==> src/rtl/pipe_stage_reg.sv <==
// Pipeline stage register with valid/ready handshake, flush and bubble counter.
// Define PIPE_STAGE_SKID_EN to add a skid register (registered in_ready, two beats held).
module pipe_stage_reg #(
    parameter int                CTRL_W   = 20,
    parameter int                DATA_W   = 128,
    parameter logic [CTRL_W-1:0] NOP_CTRL = '0,
    parameter int                CNT_W    = 16
) (
    input  logic              clk,
    input  logic              reset,
    input  logic              flush,
    input  logic              in_valid,
    output logic              in_ready,
    input  logic [CTRL_W-1:0] in_ctrl,
    input  logic [DATA_W-1:0] in_data,
    output logic              out_valid,
    input  logic              out_ready,
    output logic [CTRL_W-1:0] out_ctrl,
    output logic [DATA_W-1:0] out_data,
    output logic [1:0]        occupancy,
    output logic [CNT_W-1:0]  bubble_cnt
);

    logic              main_valid;
    logic [CTRL_W-1:0] main_ctrl;
    logic [DATA_W-1:0] main_data;
    logic              in_fire;
    logic              out_fire;

    assign in_fire  = in_valid && in_ready;
    assign out_fire = main_valid && out_ready;

`ifdef PIPE_STAGE_SKID_EN
    logic              skid_valid;
    logic [CTRL_W-1:0] skid_ctrl;
    logic [DATA_W-1:0] skid_data;

    // Skid only ever holds a beat while main is full, so in_ready is a pure flop output.
    assign in_ready  = !skid_valid;
    assign occupancy = {1'b0, main_valid} + {1'b0, skid_valid};

    always_ff @(posedge clk) begin
        if (reset) begin
            main_valid <= 1'b0;
            skid_valid <= 1'b0;
            main_ctrl  <= NOP_CTRL;
            main_data  <= '0;
            skid_ctrl  <= NOP_CTRL;
            skid_data  <= '0;
        end else if (flush) begin
            main_valid <= 1'b0;
            skid_valid <= 1'b0;
        end else if (!main_valid) begin
            if (in_fire) begin
                main_valid <= 1'b1;
                main_ctrl  <= in_ctrl;
                main_data  <= in_data;
            end
        end else if (out_fire) begin
            if (skid_valid) begin
                main_ctrl  <= skid_ctrl;
                main_data  <= skid_data;
                skid_valid <= 1'b0;
            end else if (in_fire) begin
                main_ctrl  <= in_ctrl;
                main_data  <= in_data;
            end else begin
                main_valid <= 1'b0;
            end
        end else if (in_fire) begin
            skid_valid <= 1'b1;
            skid_ctrl  <= in_ctrl;
            skid_data  <= in_data;
        end
    end
`else
    // Without a skid register the stage accepts whenever main drains this cycle.
    assign in_ready  = !main_valid || out_ready;
    assign occupancy = {1'b0, main_valid};

    always_ff @(posedge clk) begin
        if (reset) begin
            main_valid <= 1'b0;
            main_ctrl  <= NOP_CTRL;
            main_data  <= '0;
        end else if (flush) begin
            main_valid <= 1'b0;
        end else if (in_fire) begin
            main_valid <= 1'b1;
            main_ctrl  <= in_ctrl;
            main_data  <= in_data;
        end else if (out_fire) begin
            main_valid <= 1'b0;
        end
    end
`endif

    assign out_valid = main_valid;
    assign out_ctrl  = main_valid ? main_ctrl : NOP_CTRL;
    assign out_data  = main_valid ? main_data : '0;

    // Counts cycles where downstream was ready but got nothing; flush leaves it alone.
    always_ff @(posedge clk) begin
        if (reset) begin
            bubble_cnt <= '0;
        end else if (out_ready && !main_valid && (bubble_cnt != '1)) begin
            bubble_cnt <= bubble_cnt + {{(CNT_W-1){1'b0}}, 1'b1};
        end
    end

endmodule
==> config.mk <==
export PLATFORM = sky130hd
export DESIGN_NAME = pipe_stage_reg
export DESIGN_NICKNAME = d
export VERILOG_FILES = /design/src/rtl/pipe_stage_reg.sv
export SDC_FILE = /design/constraint.sdc
export NUM_CORES = 1
export LEC_CHECK = 0
export ABC_AREA = 1
export CAP_MARGIN = 40
export CORE_ASPECT_RATIO = 1.5
export CORE_MARGIN = 2
export CORE_UTILIZATION = 30
export CTS_BUF_LIST = sky130_fd_sc_hd__clkbuf_8
export DETAILED_ROUTE_END_ITERATION = 6
export GPL_TIMING_DRIVEN = 1
export HOLD_SLACK_MARGIN = 0.02
export SYNTH_ARGS = -nofsm -noshare
export SYNTH_HDL_FRONTEND = slang
export SYNTH_SLANG_ARGS = --single-unit
==> constraint.sdc <==
create_clock -name clk -period 3.4 [get_ports clk]
set_input_delay 0.68 -clock clk [delete_from_list [all_inputs] [get_ports clk]]
set_output_delay 0.68 -clock clk [all_outputs]
set_load 0.02 [all_outputs]
# Word level (Yosys, flattened, before mapping)
# Cells that the tools add are included.
[word_totals] register_bits=165 in_bits=153 out_inout_bits=168 wordCells=20
[classes] add_sub_neg=1 eq_ne=1 n_mux=4 n_bitwise=1 n_reduce_logical=9
[op_table] cell="$mux W128" count=1
[op_table] cell="$mux W20" count=1
[op_table] cell="$add A16 B1 Y16 const B" count=1
[op_table] cell="$ne A16 B16 Y1 const B" count=1
[op_table] cell="$logic_and A1 B1 Y1" count=4
[op_table] cell="$mux W1" count=2
[op_table] cell="$reduce_and A2 Y1" count=1
[op_table] cell="$reduce_bool A2 Y1" count=1
[op_table] cell="$reduce_or A2 Y1" count=1
[op_table] cell="$logic_not A1 Y1" count=1
[op_table] cell="$logic_or A1 B1 Y1" count=1
[op_table] cell="$not A1 Y1" count=1

# Longest topological paths before layout
[logic_depth] depth_word=4 depth_mapped=10 mapped_depth_nobuf=9

# Worst setup path before layout
# No wires, ideal clock.
[synth_path] path_type="reg2out" start="register main_valid, in the netlist out_valid" end="output port out_data[56]" t_arrival_ns=1.314 t_required_ns=2.720 setup_slack_ns=1.406 stages_incl_launch_ff=6 n_path_buf=3 path_cell_list="dfxtp_1 buf_6 clkbuf_1 clkbuf_1 nand2_1 inv_1"
[synth_between] elab_chain_len=1
[synth_rtl] item="start: declaration" line_no="24" text="logic main_valid;"
[synth_rtl] item="start signal: assignment" line_no="83" text="main_valid <= 1'b0;"
[synth_rtl] item="start signal: assignment" line_no="87" text="main_valid <= 1'b0;"
[synth_rtl] item="start signal: assignment" line_no="89" text="main_valid <= 1'b1;"
[synth_rtl] item="$mux W128" line_no="100" text="assign out_data = main_valid ? main_data : '0;"
[synth_rtl] item="end: declaration" line_no="19" text="output logic [DATA_W-1:0] out_data,"
# No other way between the ends.

# Worst setup path after layout
[layout_path] start="register main_valid, in the netlist out_valid" end="output port out_ctrl[13]"
[layout_between] elab_chain_len=1
[layout_rtl] item="$mux W20" line_no="99" text="assign out_ctrl = main_valid ? main_ctrl : NOP_CTRL;"
[layout_rtl] item="end: declaration" line_no="18" text="output logic [CTRL_W-1:0] out_ctrl,"
# No other way between the ends.

==> flow_metrics.py <==
metrics = {
    "pwr": {
        "p_clk_frac": 0.332,
        "powerDensity_nw_per_um2": 370,
        "vdd_ir_drop_max_mv": 0.211,
        "p_sw_frac": 0.268,
        "leakagePower_uw": 0.00528,
        "seqPwrFrac": 0.518,
        "combPwrFrac": 0.151,
        "switchingPower_uw": 1100,
        "power.internal_uw": 2990,
    },
    "floorplan": {
        "fp.dieW_um": 132,
        "die_h_um": 196,
        "initial_core_util": 0.304,
        "die-area_um2": 25900,
        "core_area_um2": 24300,
        "num_rows": 70,
        "io_pins": 321,
    },
    "global_routing": {
        "antenna_found_initial": 0,
        "grt_pass1_vias": 7042,
        "grt_pass1_wl_mm": 37.5,
        "grt_max_degree": 80,
        "grt_overflow_total": 0,
        "grt_use_total": 0.183,
    },
    "logic_synthesis": {
        "yosys_warnings": 0,
        "ys_seq_elements": 165,
        "yosysUniqueCellTypes": 27,
        "synth.cell_area_um2": 7370,
        "syn_avg_cell_area_um2": 6.56,
        "synthCells": 1123,
        "syn-num-nets": 1277,
        "synth-seq-area-share": 0.448,
    },
    "job": {
        "maxCapViolCount": 0,
    },
    "layout": {
        "syn_to_final_growth_pct": 49.9,
        "final_common_cell": "nor2_1",
        "final_util": 0.455,
        "drive_gt1_frac": 0.0403,
        "n_antenna_cell": 0,
        "nets": 1556,
        "layout_common_cells": "nor2_1, clkdlybuf4s50_1, nand2_1, dfxtp_1, inv_1",
        "n_fill_cell": 2571,
    },
    "clock_network": {
        "clock_sinks": 165,
        "clkTransAtPathRegs_ns": 0.09,
        "insertion_delay_ns": 0.46,
        "htree_levels": 4,
        "root_buffer": "clkbuf_8",
        "cts_tree": "done",
        "cts-hold-fix-buffers": 0,
        "cts_made_buffers": 17,
        "clock_path_buffers": 2,
        "cts_setup_buffers": 0,
        "cts_resized": 0,
    },
    "timing": {
        "worst_slack_ns": 0.507,
        "tns_ns": 0,
        "rsz0062_at_grt": "false",
        "post-route-min-period_ns": 2.89,
        "worst_pin_slew_ns": 0.585,
        "finClkSkew_ns": 0.00747,
        "fmax_mhz": 346,
        "setup_viol": 0,
        "relSlewSlack": 0.610,
        "drv_slew": 0,
        "fin_crit_sh": 0.851,
        "finalHoldViolCount": 0,
    },
    "detailed_routing": {
        "postRouteAntennaNets": 0,
        "via_count": 7526,
        "viasPerCell": 4.33,
        "totalWireLength_mm": 23.9,
        "firstDrtPassIters": 6,
        "drtIter0Drc": 405,
        "wire_per_inst_um": 13.7,
        "drc_errors": 0,
    },
    "placed_design": {
        "gp_congestion": 0.876,
        "io_buffers": 319,
        "place_ws_ns": 0.804,
        "dp_hpwl_mm": 16.5,
    },
    "outcome": {
        "status": "finished clean",
    },
    "critical_path": {
        "critPathKind": "reg -> out",
        "crit_required_ns": 2.72,
        "path_max_fanout": 62,
        "arrival_ns": 2.21,
        "endpoint_kind": "output pin",
        "critPathLaunchType": "register",
    },
    "min_path": {
        "hold_path.class": "reg -> reg",
    },
}
[final cells by class]
| type | count | area (um^2) | area share |
|---|---|---|---|
| clock buffers | 20 | 275 | 0.0249 |
| well taps | 324 | 405 | 0.0367 |
| flip-flops and latches | 165 | 3310 | 0.299 |
| multi-input cells | 724 | 3010 | 0.273 |
| inverters | 164 | 621 | 0.0562 |
| clock inverters | 12 | 86.3 | 0.00782 |
| repair buffers | 330 | 3340 | 0.302 |
[state kept, by name, summed over array words and instances (netlist names)]
name and count:
main_data 128, main_ctrl 20, bubble_cnt 16, out_valid 1
[routing by layer]
metal / track usage / wire (um) / vias to the layer above
met5: 0 / 0 / -
met1: 0.207 / 9880 / 3363
met2: 0.322 / 11900 / 215
met4: 0.0857 / 898 / 0
met3: 0.0460 / 1220 / 47
li1: - / - / 3901
[cells in the mapped netlist]
cell type | count | area share
nor2_2 | 4 | 0.0034
nor3_1 | 4 | 0.0027
buf_2 | 26 | 0.018
ha_1 | 1 | 0.0017
dfxtp_1 | 165 | 0.45
inv_1 | 160 | 0.082
nand2_2 | 1 | 0.00085
a211oi_1 | 1 | 0.0010
o21ai_1 | 21 | 0.014
conb_1 | 1 | 0.00051
inv_2 | 3 | 0.0015
nor2_4 | 3 | 0.0046
buf_4 | 5 | 0.0051
and2_1 | 1 | 0.00085
nand2_4 | 1 | 0.0015
nand2_1 | 193 | 0.098
buf_1 | 2 | 0.0010
nand4_1 | 2 | 0.0017
nand4_2 | 1 | 0.0017
o21ai_0 | 128 | 0.087
nor2_1 | 339 | 0.17
clkbuf_1 | 21 | 0.011
nand3_1 | 13 | 0.0088
nand3_2 | 1 | 0.0014
a21oi_1 | 9 | 0.0061
buf_6 | 16 | 0.024
clkinv_1 | 1 | 0.00051
[power groups by stage]
stage                     clock network, uW  registers, uW  logic (uW)
after global placement                    0           2160         619
after global routing                   1500           2130         691
after detailed placement                  0           2160         624
after floorplan                           0           2150         338
after CTS                              1430           2120         626
final                                  1360           2120         616
[through the flow]
| stage | hold WS, ns | total power [uW] | cell area (um^2) | instances |
|---|---|---|---|---|
| after floorplan | 0.454 | 2490 | 7370 | 1123 |
| after global placement | 0.462 | 2780 | 10700 | 1707 |
| after detailed placement | 0.471 | 2790 | 10700 | 1707 |
| after CTS | 0.490 | 4170 | 11000 | 1739 |
| after global routing | 0.503 | 4320 | 11000 | 1739 |
| final | 0.486 | 4090 | 11000 | 1739 |
[logic make-up after synthesis]
group / count (synthesis) / synth area share
AO/OA/AOI/OAI: 159 / 0.108
adder cells (fa/ha/maj): 1 / 0.00170
buffers and inverters: 234 / 0.142
flip-flops: 165 / 0.448
other: 1 / 0.000509
AND/OR/NAND/NOR: 563 / 0.299
[worst paths after layout]
path                   end           from  depth (start not counted)  slack, ns
max           out_ctrl[13]      out_valid                          4       0.51
min          main_data[36]  main_data[36]                          2       0.49
max reg2reg   main_data[9]      out_valid                          8       1.13
min reg2reg  main_data[36]  main_data[36]                          2       0.49
[worst max-delay path, stage by stage (launching register included)]
cell and delay [ns]:
dfxtp_4 0.59, buf_12 0.32, nand2_1 0.09, inv_1 0.11, clkdlybuf4s50_1 0.61
(Power assumes the default switching activity.)
